$ cat src/rtl/reversi_turn_sequencer_if.sv
// Checker / flipper / board-RAM bundle between the turn sequencer (master)
// and the reversi board datapath (slave).
interface reversi_turn_sequencer_if;
  logic [2:0] cur_x;
  logic [2:0] cur_y;
  logic       chk_en;
  logic [5:0] chk_addr;
  logic       chk_done;
  logic       chk_valid;
  logic [7:0] chk_dirs;
  logic       flip_en;
  logic [7:0] flip_dirs;
  logic [5:0] flip_addr;
  logic       flip_wren;
  logic [1:0] flip_data;
  logic       flip_done;
  logic [5:0] ram_addr;
  logic       ram_wren;
  logic [1:0] ram_data;

  // Strobes are level-qualified: chk_en/flip_en are held for the whole
  // CHECK/FLIP state, chk_done/flip_done are single-cycle and only honoured
  // while the matching enable is high; chk_valid/chk_dirs are sampled with chk_done.
  modport master (
    output cur_x, cur_y, chk_en, flip_en, flip_dirs, ram_addr, ram_wren, ram_data,
    input  chk_addr, chk_done, chk_valid, chk_dirs,
    input  flip_addr, flip_wren, flip_data, flip_done
  );

  modport slave (
    input  cur_x, cur_y, chk_en, flip_en, flip_dirs, ram_addr, ram_wren, ram_data,
    output chk_addr, chk_done, chk_valid, chk_dirs,
    output flip_addr, flip_wren, flip_data, flip_done
  );
endinterface

$ cat src/rtl/reversi_turn_sequencer.sv
// Reversi turn controller: move/pass intake, check -> place -> flip sequencing,
// board RAM port mux. Optional game-over tracking via REVERSI_PASS_GAMEOVER_EN.
module reversi_turn_sequencer #(
  parameter int TIMEOUT_CYCLES = 1023,
  parameter int TW             = 10
) (
  input  logic       clk,
  input  logic       resetn,
  input  logic       move_req,
  input  logic [2:0] move_x,
  input  logic [2:0] move_y,
  input  logic       pass_req,
  input  logic [5:0] disp_addr,
  reversi_turn_sequencer_if.master bus,
  output logic       player,
  output logic       busy,
  output logic       turn_done,
  output logic       move_rejected,
  output logic       err,
  output logic [6:0] move_count,
`ifdef REVERSI_PASS_GAMEOVER_EN
  output logic       game_over,
`endif
  output logic [2:0] state_dbg
);

  typedef enum logic [2:0] {
    S_IDLE   = 3'd0,
    S_CHECK  = 3'd1,
    S_PLACE  = 3'd2,
    S_FLIP   = 3'd3,
    S_SWITCH = 3'd4,
    S_PASS   = 3'd5,
    S_REJECT = 3'd6
  } state_t;

  // Last watchdog value before abort: CHECK/FLIP last at most TIMEOUT_CYCLES cycles.
  localparam logic [TW-1:0] WD_LAST = TW'(TIMEOUT_CYCLES - 1);

  state_t        state_q, state_d;
  logic          player_q, player_d;
  logic [2:0]    cur_x_q, cur_x_d;
  logic [2:0]    cur_y_q, cur_y_d;
  logic [7:0]    flip_dirs_q, flip_dirs_d;
  logic [6:0]    move_count_q, move_count_d;
  logic          err_q, err_d;
  logic [TW-1:0] wdog_q, wdog_d;
  logic          req_ok;

`ifdef REVERSI_PASS_GAMEOVER_EN
  logic pass_flag_q, pass_flag_d;
  logic game_over_q, game_over_d;
  assign req_ok    = !game_over_q;
  assign game_over = game_over_q;
`else
  assign req_ok = 1'b1;
`endif

  always_ff @(posedge clk) begin
    if (!resetn) begin
      state_q      <= S_IDLE;
      player_q     <= 1'b0;
      cur_x_q      <= '0;
      cur_y_q      <= '0;
      flip_dirs_q  <= '0;
      move_count_q <= '0;
      err_q        <= 1'b0;
      wdog_q       <= '0;
`ifdef REVERSI_PASS_GAMEOVER_EN
      pass_flag_q  <= 1'b0;
      game_over_q  <= 1'b0;
`endif
    end else begin
      state_q      <= state_d;
      player_q     <= player_d;
      cur_x_q      <= cur_x_d;
      cur_y_q      <= cur_y_d;
      flip_dirs_q  <= flip_dirs_d;
      move_count_q <= move_count_d;
      err_q        <= err_d;
      wdog_q       <= wdog_d;
`ifdef REVERSI_PASS_GAMEOVER_EN
      pass_flag_q  <= pass_flag_d;
      game_over_q  <= game_over_d;
`endif
    end
  end

  always_comb begin
    state_d      = state_q;
    player_d     = player_q;
    cur_x_d      = cur_x_q;
    cur_y_d      = cur_y_q;
    flip_dirs_d  = flip_dirs_q;
    move_count_d = move_count_q;
    err_d        = err_q;
    wdog_d       = wdog_q;
`ifdef REVERSI_PASS_GAMEOVER_EN
    pass_flag_d  = pass_flag_q;
    game_over_d  = game_over_q || (move_count_q == 7'd60);
`endif
    case (state_q)
      S_IDLE: begin
        // move_req outranks a simultaneous pass_req
        if (req_ok && move_req) begin
          cur_x_d = move_x;
          cur_y_d = move_y;
          wdog_d  = '0;
          state_d = S_CHECK;
        end else if (req_ok && pass_req) begin
          state_d = S_PASS;
        end
      end
      S_CHECK: begin
        wdog_d = wdog_q + 1'b1;
        if (bus.chk_done) begin
          if (bus.chk_valid && (bus.chk_dirs != 8'h00)) begin
            flip_dirs_d = bus.chk_dirs;
            state_d     = S_PLACE;
          end else begin
            state_d = S_REJECT;
          end
        end else if (wdog_q == WD_LAST) begin
          err_d   = 1'b1;
          state_d = S_REJECT;
        end
      end
      S_PLACE: begin
        wdog_d  = '0;
        state_d = S_FLIP;
      end
      S_FLIP: begin
        wdog_d = wdog_q + 1'b1;
        if (bus.flip_done) begin
          state_d = S_SWITCH;
        end else if (wdog_q == WD_LAST) begin
          err_d   = 1'b1;
          state_d = S_SWITCH;
        end
      end
      S_SWITCH: begin
        player_d = !player_q;
        if (move_count_q != 7'd127) move_count_d = move_count_q + 1'b1;
`ifdef REVERSI_PASS_GAMEOVER_EN
        pass_flag_d = 1'b0;
`endif
        state_d = S_IDLE;
      end
      S_PASS: begin
        player_d = !player_q;
`ifdef REVERSI_PASS_GAMEOVER_EN
        if (pass_flag_q) game_over_d = 1'b1;
        pass_flag_d = 1'b1;
`endif
        state_d = S_IDLE;
      end
      default: state_d = S_IDLE;
    endcase
  end

  // Board RAM port ownership follows the state.
  always_comb begin
    bus.ram_addr = 6'd0;
    bus.ram_wren = 1'b0;
    bus.ram_data = 2'b00;
    case (state_q)
      S_IDLE:  bus.ram_addr = disp_addr;
      S_CHECK: bus.ram_addr = bus.chk_addr;
      S_PLACE: begin
        bus.ram_addr = {cur_y_q, cur_x_q};
        bus.ram_wren = 1'b1;
        bus.ram_data = {1'b1, player_q};
      end
      S_FLIP: begin
        bus.ram_addr = bus.flip_addr;
        bus.ram_wren = bus.flip_wren;
        bus.ram_data = bus.flip_data;
      end
      default: ;
    endcase
  end

  assign bus.cur_x     = cur_x_q;
  assign bus.cur_y     = cur_y_q;
  assign bus.chk_en    = (state_q == S_CHECK);
  assign bus.flip_en   = (state_q == S_FLIP);
  assign bus.flip_dirs = flip_dirs_q;

  assign player        = player_q;
  assign busy          = (state_q != S_IDLE);
  assign turn_done     = (state_q == S_SWITCH) || (state_q == S_PASS);
  assign move_rejected = (state_q == S_REJECT);
  assign err           = err_q;
  assign move_count    = move_count_q;
  assign state_dbg     = state_q;

endmodule
$ cat src/flat_wrapper.sv
// flat-port wrapper written by rule: the top's interface ports become plain ports
module reversi_turn_sequencer_flat 
#(
  parameter int TIMEOUT_CYCLES = 1023,
  parameter int TW             = 10
)
  (clk, resetn, move_req, move_x, move_y, pass_req, disp_addr, player, busy, turn_done, move_rejected, err, move_count, state_dbg, bus_cur_x, bus_cur_y, bus_chk_en, bus_flip_en, bus_flip_dirs, bus_ram_addr, bus_ram_wren, bus_ram_data, bus_chk_addr, bus_chk_done, bus_chk_valid, bus_chk_dirs, bus_flip_addr, bus_flip_wren, bus_flip_data, bus_flip_done);
  reversi_turn_sequencer_if bus_i ();
  input  logic clk;
  input  logic resetn;
  input  logic move_req;
  input  logic [2:0] move_x;
  input  logic [2:0] move_y;
  input  logic pass_req;
  input  logic [5:0] disp_addr;
  output logic player;
  output logic busy;
  output logic turn_done;
  output logic move_rejected;
  output logic err;
  output logic [6:0] move_count;
  output logic [2:0] state_dbg;
  output wire logic [$bits(bus_i.cur_x)-1:0] bus_cur_x;
  output wire logic [$bits(bus_i.cur_y)-1:0] bus_cur_y;
  output wire logic [$bits(bus_i.chk_en)-1:0] bus_chk_en;
  output wire logic [$bits(bus_i.flip_en)-1:0] bus_flip_en;
  output wire logic [$bits(bus_i.flip_dirs)-1:0] bus_flip_dirs;
  output wire logic [$bits(bus_i.ram_addr)-1:0] bus_ram_addr;
  output wire logic [$bits(bus_i.ram_wren)-1:0] bus_ram_wren;
  output wire logic [$bits(bus_i.ram_data)-1:0] bus_ram_data;
  input wire logic [$bits(bus_i.chk_addr)-1:0] bus_chk_addr;
  input wire logic [$bits(bus_i.chk_done)-1:0] bus_chk_done;
  input wire logic [$bits(bus_i.chk_valid)-1:0] bus_chk_valid;
  input wire logic [$bits(bus_i.chk_dirs)-1:0] bus_chk_dirs;
  input wire logic [$bits(bus_i.flip_addr)-1:0] bus_flip_addr;
  input wire logic [$bits(bus_i.flip_wren)-1:0] bus_flip_wren;
  input wire logic [$bits(bus_i.flip_data)-1:0] bus_flip_data;
  input wire logic [$bits(bus_i.flip_done)-1:0] bus_flip_done;
  assign bus_cur_x = bus_i.cur_x;
  assign bus_cur_y = bus_i.cur_y;
  assign bus_chk_en = bus_i.chk_en;
  assign bus_flip_en = bus_i.flip_en;
  assign bus_flip_dirs = bus_i.flip_dirs;
  assign bus_ram_addr = bus_i.ram_addr;
  assign bus_ram_wren = bus_i.ram_wren;
  assign bus_ram_data = bus_i.ram_data;
  assign bus_i.chk_addr = bus_chk_addr;
  assign bus_i.chk_done = bus_chk_done;
  assign bus_i.chk_valid = bus_chk_valid;
  assign bus_i.chk_dirs = bus_chk_dirs;
  assign bus_i.flip_addr = bus_flip_addr;
  assign bus_i.flip_wren = bus_flip_wren;
  assign bus_i.flip_data = bus_flip_data;
  assign bus_i.flip_done = bus_flip_done;
  reversi_turn_sequencer #(.TIMEOUT_CYCLES(TIMEOUT_CYCLES), .TW(TW)) u_core (.clk(clk), .resetn(resetn), .move_req(move_req), .move_x(move_x), .move_y(move_y), .pass_req(pass_req), .disp_addr(disp_addr), .bus(bus_i), .player(player), .busy(busy), .turn_done(turn_done), .move_rejected(move_rejected), .err(err), .move_count(move_count), .state_dbg(state_dbg));
endmodule
$ cat config.mk
export PLATFORM = sky130hd
export DESIGN_NAME = reversi_turn_sequencer_flat
export DESIGN_NICKNAME = d
export VERILOG_FILES = /design/src/rtl/reversi_turn_sequencer_if.sv /design/src/rtl/reversi_turn_sequencer.sv /design/src/flat_wrapper.sv
export SDC_FILE = /design/constraint.sdc
export NUM_CORES = 1
export LEC_CHECK = 0
export BUFFER_PORTS_ARGS = -buffer_cell sky130_fd_sc_hd__buf_4
export CAP_MARGIN = 20
export CORE_MARGIN = 3
export CORE_UTILIZATION = 45
export CTS_CLUSTER_SIZE = 40
export DETAILED_ROUTE_END_ITERATION = 16
export HOLD_SLACK_MARGIN = 0.03
export PLACE_DENSITY = 0.77
export SKIP_CTS_REPAIR_TIMING = 1
export SYNTH_ARGS = -nofsm -noshare
export SYNTH_HDL_FRONTEND = slang
export SYNTH_SLANG_ARGS = --single-unit
$ cat constraint.sdc
create_clock -name clk -period 3.6 [get_ports clk]
set_clock_uncertainty 0.05 [all_clocks]
set_input_delay 0.36 -clock clk [delete_from_list [all_inputs] [get_ports clk]]
set_output_delay 0.36 -clock clk [all_outputs]
set_load 0.02 [all_outputs]
; ---- Yosys cells after proc, flatten, opt, wreduce, memory -nomap -nowiden
; Index checks and enable logic that the tools add are counted.
[classes]
add_sub_neg = 2
eq_ne = 14
mux = 17
reduce_logical = 16
[op_table]
columns = operator, n
row1 = one-hot mux 10 bit (3 select lines), 1
row2 = one-hot mux 6 bit (4 select lines), 1
row3 = two-way mux 3 bit, 7
row4 = one-hot mux 3 bit (4 select lines), 1
row5 = "adder 10 x 1 -> 10 bit, second input constant", 1
row6 = "equality test 10 bit, second input constant", 1
row7 = two-way mux 10 bit, 1
row8 = "equality test 3 bit, second input constant", 3
row9 = AND reduction 3 bit, 3
row10 = nonzero test 8 bit, 1
row11 = "adder 7 x 1 -> 7 bit, second input constant", 1
row12 = "!= test 7 bit, second input constant", 1
row13 = "equality test 3 x 2 -> 1 bit, second input constant", 2
row14 = "!= test 2 bit, second input constant", 3
row15 = "!= test 3 x 1 -> 1 bit, second input constant", 2
row16 = AND reduction 2 bit, 3
row17 = nonzero test 3 bit, 2
row18 = one-hot mux 1 bit (2 select lines), 2
row19 = one-hot mux 2 bit (2 select lines), 1
row20 = OR reduction 2 bit, 2
row21 = "equality test 3 x 1 -> 1 bit, second input constant", 1
row22 = logical NOT 3 bit, 1
row23 = two-way mux 1 bit, 3
row24 = "!= test 3 bit, second input constant", 1
row25 = other kinds (4), 4
[totals]
ff_bits = 36
inputBits = 42
word_cells = 57

; ---- Depth between registers and ports, before layout
; Gate-level depths: netlist (run 1).
[depth]
word_depth = 5
mapped_depth = 6

; ---- Least setup slack after synthesis (run 1)
; OpenSTA, ideal clock, no wires.
[synth_timing]
path_kind = reg2reg
start = reg u_core.state_q[1], in the netlist u_core.state_dbg[1]
end = reg u_core.flip_dirs_q[0], in the netlist u_core.bus.flip_dirs[0]
setup_ps = 129
t_arrival_ps = 1938
required_time_ps = 3421
setup_slack_ps = 1483
path_stages_with_launch = 6
period_less_slack_ps = 2117
cell_sequence = dfxtp_1 buf_2 nor3b_1 o2111a_1 clkbuf_1 o21ai_0
[synth_between]
elab_chain_cells = 2
[synth_lines]
columns = item, line_no
row1 = from (decl), reversi_turn_sequencer.sv:40  ; state_t state_q, state_d;
row2 = from (signal assigned), reversi_turn_sequencer.sv:74  ; state_q <= state_d;
row3 = equality test 3 x 1 -> 1 bit, --
row4 = net bus_chk_en, flat_wrapper.sv:25  ; output wire logic [$bits(bus_i.chk_en)-1:0] bus_chk_en;
row5 = AND reduction 3 bit (no line), --
row6 = to (signal assigned), reversi_turn_sequencer.sv:78  ; flip_dirs_q <= flip_dirs_d;
row7 = to (decl), reversi_turn_sequencer.sv:44  ; logic [7:0] flip_dirs_q, flip_dirs_d;
; The timed path passes the listed nets, and every way through them passes these cells.
; A chain may end at the register's enable or synchronous reset.

; ---- Worst setup path in the final report (run 1)
[layout_timing]
start = reg u_core.state_q[0], in the netlist u_core.state_dbg[0]
end = out bus_ram_addr[4]
[layout_between]
elab_chain_cells = 2
word_cells_on_any_way = 5
classes_between = 3 x eq/ne / 1 x mux / 1 x reduce/logical
[layout_lines]
columns = item, line_no
row1 = "equality test 3 x 2 -> 1 bit, or another cell as far along", reversi_turn_sequencer.sv:166  ; case (state_q)
row2 = one-hot mux 6 bit (4 select lines) (*), reversi_turn_sequencer.sv:166
row3 = to (decl), flat_wrapper.sv:28  ; output wire logic [$bits(bus_i.ram_addr)-1:0] bus_ram_addr;
; Mark *: on every way between the ends. The rest lies on a longest branch, timed or not.

==> results.json, run 1 <==
{
  "p_leak_nw": 1.10,
  "num_rows": 22,
  "ir_drop_mv": 0.300,
  "die_x_um": 70.2,
  "period_minus_slack_ps": 2390,
  "antenna_found_initial": 0,
  "cts_tree": "done",
  "postSynthCellCount": 207,
  "hpwl_um": 3550,
  "synth_fp_nets": 252,
  "rrSetupSlack_ps": 1310,
  "fmax_mhz": 419,
  "hold_class": "primary input to flop",
  "ys_seq_elements": 36,
  "start_util": 0.485,
  "avgSynthCellArea_um2": 8.96,
  "drc": 0,
  "start_kind": "flop",
  "drt_iter0_markers": 84,
  "syn_to_final_growth_pct": 40.7,
  "cts_root_buf": "clkbuf_8",
  "tightest_slew_ps": 747,
  "power_density_nw_per_um2": 415,
  "end_kind": "output port",
  "numCtsBuffers": 5,
  "rr_worst_depth": 5,
  "ys_seq_area_frac": 0.388,
  "finalSetupTns_ps": 0,
  "criticalPathCategory": "flop to output port",
  "synth_cell_type_count": 43,
  "fin_nets": 331,
  "drive_gt1_frac": 0.345,
  "cts.sinks": 36,
  "die-area_um2": 4930,
  "clk_latency_ps": 290,
  "holdPathEnd": "u_core.bus.flip_dirs[4]",
  "grt_overflow": 0,
  "r2r-end": "u_core.wdog_q[7]",
  "dr_total_vias": 1759,
  "vias_per_cell": 5.25,
  "dr.pass1.iters": 4,
  "grt_max_degree": 35,
  "place.gp.congestion": 0.813,
  "yosys_warnings": 0,
  "wl_per_cell_um": 14.1,
  "cp.required_ps": 3190,
  "io_buffers": 81,
  "async_flop_share": 0,
  "drt-total-wl_um": 4710,
  "period_share": 0.664,
  "h-tree-depth": 2,
  "die_height_um": 70.2,
  "synth-edff-count": 0,
  "n_antenna_cell": 0,
  "grt_use_total": 0.192,
  "status": "finished, final reports clean",
  "grt_first_pass_wirelength_um": 7710,
  "max_cap_violations": 0,
  "clk_pin_slew_worst_paths_ps": 80,
  "instances_no_fill": 335,
  "finalHoldViolCount": 0,
  "grt_pass1_vias": 1651,
  "cts_buffer_depth": 2,
  "core_area_um2": 3830,
  "ios": 82,
  "synth_flop_cell": "dfxtp_1",
  "holdCritStartpoint": "bus_chk_dirs[4]",
  "maxSlewHeadroom": 0.501,
  "ant_nets": 0,
  "dp.cells": 327,
  "cp.arrival_ps": 1980,
  "rr_startpoint": "u_core.state_dbg[1]",
  "cp_max_fo": 12,
  "rsz0062_at_grt": "no",
  "drv_slew": 0,
  "setup_viol": 0,
  "netlist_area_um2": 1860,
  "hold_depth": 3
}
-- cell usage in the layout, fill, tap and decap left out, drive strengths merged, types with 2 or more instances in the layout --
cell type and count:
and3 3, o21a 2, o21ai 16, or3 5
mux4 6, nor3b 3, and2 3, nor2 11
ha 3, nor3 3, o31ai 3, nor2b 17
inv 6, buf 84, nand2 16, nand3b 2
dfxtp 36, xnor2 6, clkbuf 5, a21oi 8
nand3 13, and4 2, or4 4, a31oi 2
mux2i 9
-- where the power goes --
group | leakage, nW | total [mW] | internal [mW] | switching [mW]
Sequential | 0.292 | 0.451 | 0.417 | 0.0338
Clock | 0.0541 | 0.355 | 0.205 | 0.150
Combinational | 0.757 | 0.277 | 0.142 | 0.136
Total | 1.10 | 1.08 | 0.764 | 0.319
-- state kept, by name, indices dropped and copies added, names as in the netlist --
register	count
u_core.bus.cur_x	3
u_core.bus.cur_y	3
u_core.bus.flip_dirs	8
u_core.move_count	7
u_core.state_dbg	3
u_core.err	1
u_core.player	1
u_core.wdog_q	10
-- metal layers --
layer	vias to the layer above	GRT usage	wire length [um]
met5	-	0	0
li1	906	-	-
met3	5	0.0633	300
met1	804	0.260	2060
met4	0	0.0638	53
met2	44	0.288	2300
-- layout make-up --
class                           count  area, um^2
Multi-Input combinational cell    153        1060
Clock inverter                      3        42.5
Clock buffer                        5        68.8
Inverter                            6        22.5
Tap cell                           48        60.1
Sequential cell                    36         721
Timing Repair Buffer               84         631
Fill cell                         329        1220
-- worst max-delay path by stage --
stage / cells after the start / from / end
finish: 4 / u_core.state_dbg[0] / bus_ram_addr[4]
global route: 4 / u_core.state_dbg[0] / bus_ram_addr[4]
CTS: 4 / u_core.state_dbg[0] / bus_ram_addr[4]
detailed placement: 5 / u_core.state_dbg[1] / u_core.wdog_q[7]
global placement: 5 / u_core.state_dbg[1] / u_core.wdog_q[9]
floorplan: 5 / u_core.state_dbg[1] / u_core.bus.flip_dirs[0]
-- worst max-delay path, stage by stage (launching register included) --
cell and delay, ps:
dfxtp_1 540, buf_4 290, mux4_2 520, nor2b_1 140
buf_4 190
-- Yosys cell counts (2+ instances only) --
cell,number,area share
mux4_2,6,0.073
clkbuf_1,9,0.018
o31ai_1,3,0.012
nor2_1,10,0.020
nand3_1,13,0.035
or3_1,5,0.017
a21oi_1,8,0.022
o21a_1,2,0.0081
xnor2_1,6,0.028
buf_2,2,0.0054
and3_1,3,0.010
a31oi_1,2,0.0067
nor3b_1,3,0.012
or4_1,4,0.016
o21ai_0,16,0.043
nor3_1,3,0.0081
and4_1,2,0.0094
and2_1,3,0.010
dfxtp_1,36,0.39
nand2_1,16,0.032
nand3b_1,2,0.0081
nor2b_1,17,0.057
inv_1,6,0.012
mux2i_1,9,0.049
ha_1,3,0.020
-- kinds of logic (layout without fill, tap and decap cells) --
| kind of cell | count (synthesis) | in the layout | share of synthesized area |
|---|---|---|---|
| xor gates and xnor gates | 7 | 7 | 0.0330 |
| buffers and inverters | 18 | 98 | 0.0378 |
| AOI/OAI and AO/OA | 39 | 39 | 0.130 |
| adders and majority gates | 3 | 3 | 0.0202 |
| and+or+nand+nor | 89 | 89 | 0.269 |
| DFF | 36 | 36 | 0.388 |
| muxes | 15 | 15 | 0.121 |
-- stage by stage --
step	util	hold WS, ps	total power, mW	area [um^2]	setup WS (ps)
2_1_floorplan	-	404	0.616	1860	1480
3_3_place_gp	0.653	394	0.735	2500	1420
3_5_place_dp	0.653	401	0.738	2500	1350
4_1_cts	0.682	237	1.09	2610	1210
5_1_grt	0.682	251	1.14	2610	1080
6_report	0.682	240	1.08	2610	1210
Power figures use the tool's default switching activity.
==> inputs of run 2 (changes only) <==
- clock period: 3.6 -> 2.4 ns (I/O delays scaled with it)
==> results.json, run 2 (synthesis gave the netlist of run 1 again) <==
{
  "cp_num_buf_inv": 2,
  "dr_total_vias": 1795,
  "dr.pass1.iters": 5,
  "syn_to_final_growth_pct": 40.3,
  "period_minus_slack_ps": 2220,
  "seqPwrFrac": 0.426,
  "cp-endpoint": "bus_ram_addr[0]",
  "multiInputGateArea_um2": 1060,
  "rrSetupSlack_ps": 550,
  "io_buffers": 81,
  "p_sw_uw": 465,
  "rr_startpoint": "u_core.state_dbg[0]",
  "drt-total-wl_um": 4840,
  "finalSetupTns_ps": 0,
  "cp_slowest_stage_delay_ps": 520,
  "n_fill_cell": 327,
  "start_util": 0.485,
  "fin_nets": 333,
  "max_cap_violations": 0,
  "status": "finished, final reports clean",
  "start_kind": "flop",
  "crit_family": "flip-flops",
  "crit_chain": "buf_4 > mux4_2 > nor2b_1 > buf_4",
  "cts_tree": "done",
  "hold_depth": 3,
  "r2r-end": "u_core.bus.flip_dirs[7]",
  "final_cell_mix": "86 x buf_4, 36 x dfxtp_1, 17 x nor2b_1",
  "drc": 0,
  "ios": 82,
  "finalHoldViolCount": 0,
  "wl_per_cell_um": 14.4,
  "place.gp.congestion": 0.822,
  "power_density_nw_per_um2": 592,
  "grt_use_total": 0.203,
  "internal_power_mw": 1.08,
  "rr_worst_depth": 4,
  "vias_per_cell": 5.33,
  "period_share": 0.925,
  "maxSlewHeadroom": 0.651,
  "fin_area_um2": 2600,
  "cp.required_ps": 2110,
  "ir_drop_mv": 0.376,
  "clk_pin_slew_worst_paths_ps": 70,
  "p_leak_nw": 1.11,
  "h-tree-depth": 2,
  "drt_iter0_markers": 71,
  "die_x_um": 70.2,
  "tightest_slew_ps": 517,
  "drv_slew": 0,
  "cp.arrival_ps": 1930,
  "critical_path.startpoint": "u_core.state_dbg[0]",
  "cts.sinks": 36,
  "die_height_um": 70.2,
  "core_area_um2": 3830,
  "final-seq-area_um2": 721,
  "timing.critical_path.slowest_stage_cell": "dfxtp_1",
  "cp_max_fo": 12,
  "numCtsBuffers": 5,
  "instances_no_fill": 337,
  "criticalPathCategory": "flop to output port",
  "end_kind": "output port",
  "drive_gt1_frac": 0.343,
  "grt_max_degree": 35,
  "hold_class": "primary input to flop",
  "setup_viol": 0,
  "hpwl_um": 3720,
  "num_rows": 22,
  "grt_overflow": 0,
  "antenna_found_initial": 0,
  "dp.cells": 329,
  "n_antenna_cell": 0,
  "cp.depth": 4,
  "holdWs_ps": 117,
  "largest_reg_flops": 10,
  "placed_cell_area_um2": 2510,
  "rsz0062_at_grt": "no",
  "pwr-share-comb": 0.286,
  "crit_path_frequent_cell": "buf_4",
  "ant_nets": 0,
  "clk_latency_ps": 290,
  "final_common_cell": "buf_4",
  "grt_pass1_vias": 1776,
  "grt_first_pass_wirelength_um": 8070,
  "switching_share": 0.301,
  "fmax_mhz": 450,
  "regMostFlops": "u_core.wdog_q",
  "cts_root_buf": "clkbuf_8",
  "clockPowerShare": 0.288,
  "die-area_um2": 4930,
  "cts_buffer_depth": 2
}
[run 2: changes by cell type in the layout (fill, tap and decap cells not counted), sizes merged]
cell	change
clkbuf	+3
clkinvlp	-1
buf	+2
clkinv	-1
bufinv	-1
[run 2: cell type report]
| class | count | share of cell area |
|---|---|---|
| Sequential cell | 36 | 0.277 |
| Inverter | 6 | 0.00865 |
| Timing Repair Buffer | 86 | 0.248 |
| Clock buffer | 8 | 0.0346 |
| Tap cell | 48 | 0.0231 |
| Multi-Input combinational cell | 153 | 0.409 |
[run 2: per-layer routing]
| metal | routed length (um) | up-vias | global-route usage |
|---|---|---|---|
| met5 | 0 | - | 0 |
| met4 | 64 | 0 | 0.0745 |
| met3 | 361 | 7 | 0.0619 |
| met2 | 2330 | 60 | 0.326 |
| met1 | 2090 | 821 | 0.257 |
| li1 | - | 907 | - |
[run 2: metrics by stage]
step,total power [mW],util,setup WS [ps]
after floorplan,0.923,-,283
after global routing,1.61,0.681,107
after global placement,1.11,0.657,513
after detailed placement,1.11,0.657,485
final,1.54,0.681,179
after CTS,1.55,0.681,169
[run 2: worst min-delay path by stage]
| stage | start | end |
|---|---|---|
| floorplan | bus_chk_dirs[0] | u_core.bus.flip_dirs[0] |
| global placement | u_core.bus.flip_dirs[0] | u_core.bus.flip_dirs[0] |
| detailed placement | u_core.bus.flip_dirs[0] | u_core.bus.flip_dirs[0] |
| CTS | bus_chk_dirs[6] | u_core.bus.flip_dirs[6] |
| global route | bus_chk_dirs[1] | u_core.bus.flip_dirs[1] |
| finish | bus_chk_dirs[6] | u_core.bus.flip_dirs[6] |
[run 2: power groups by stage]
stage / logic [mW] / registers [mW] / clock network (mW)
after floorplan: 0.230 / 0.693 / 0
after global placement: 0.438 / 0.670 / 0
after detailed placement: 0.444 / 0.670 / 0
after CTS: 0.446 / 0.657 / 0.450
after global routing: 0.478 / 0.662 / 0.469
final: 0.440 / 0.658 / 0.444
[run 2: tightest hold or removal path: cells and delay by family]
family	cells	cell delay (ps)
buffers and inverters	1	80
AO/OA/AOI/OAI	1	60
AND/OR/NAND/NOR	1	50
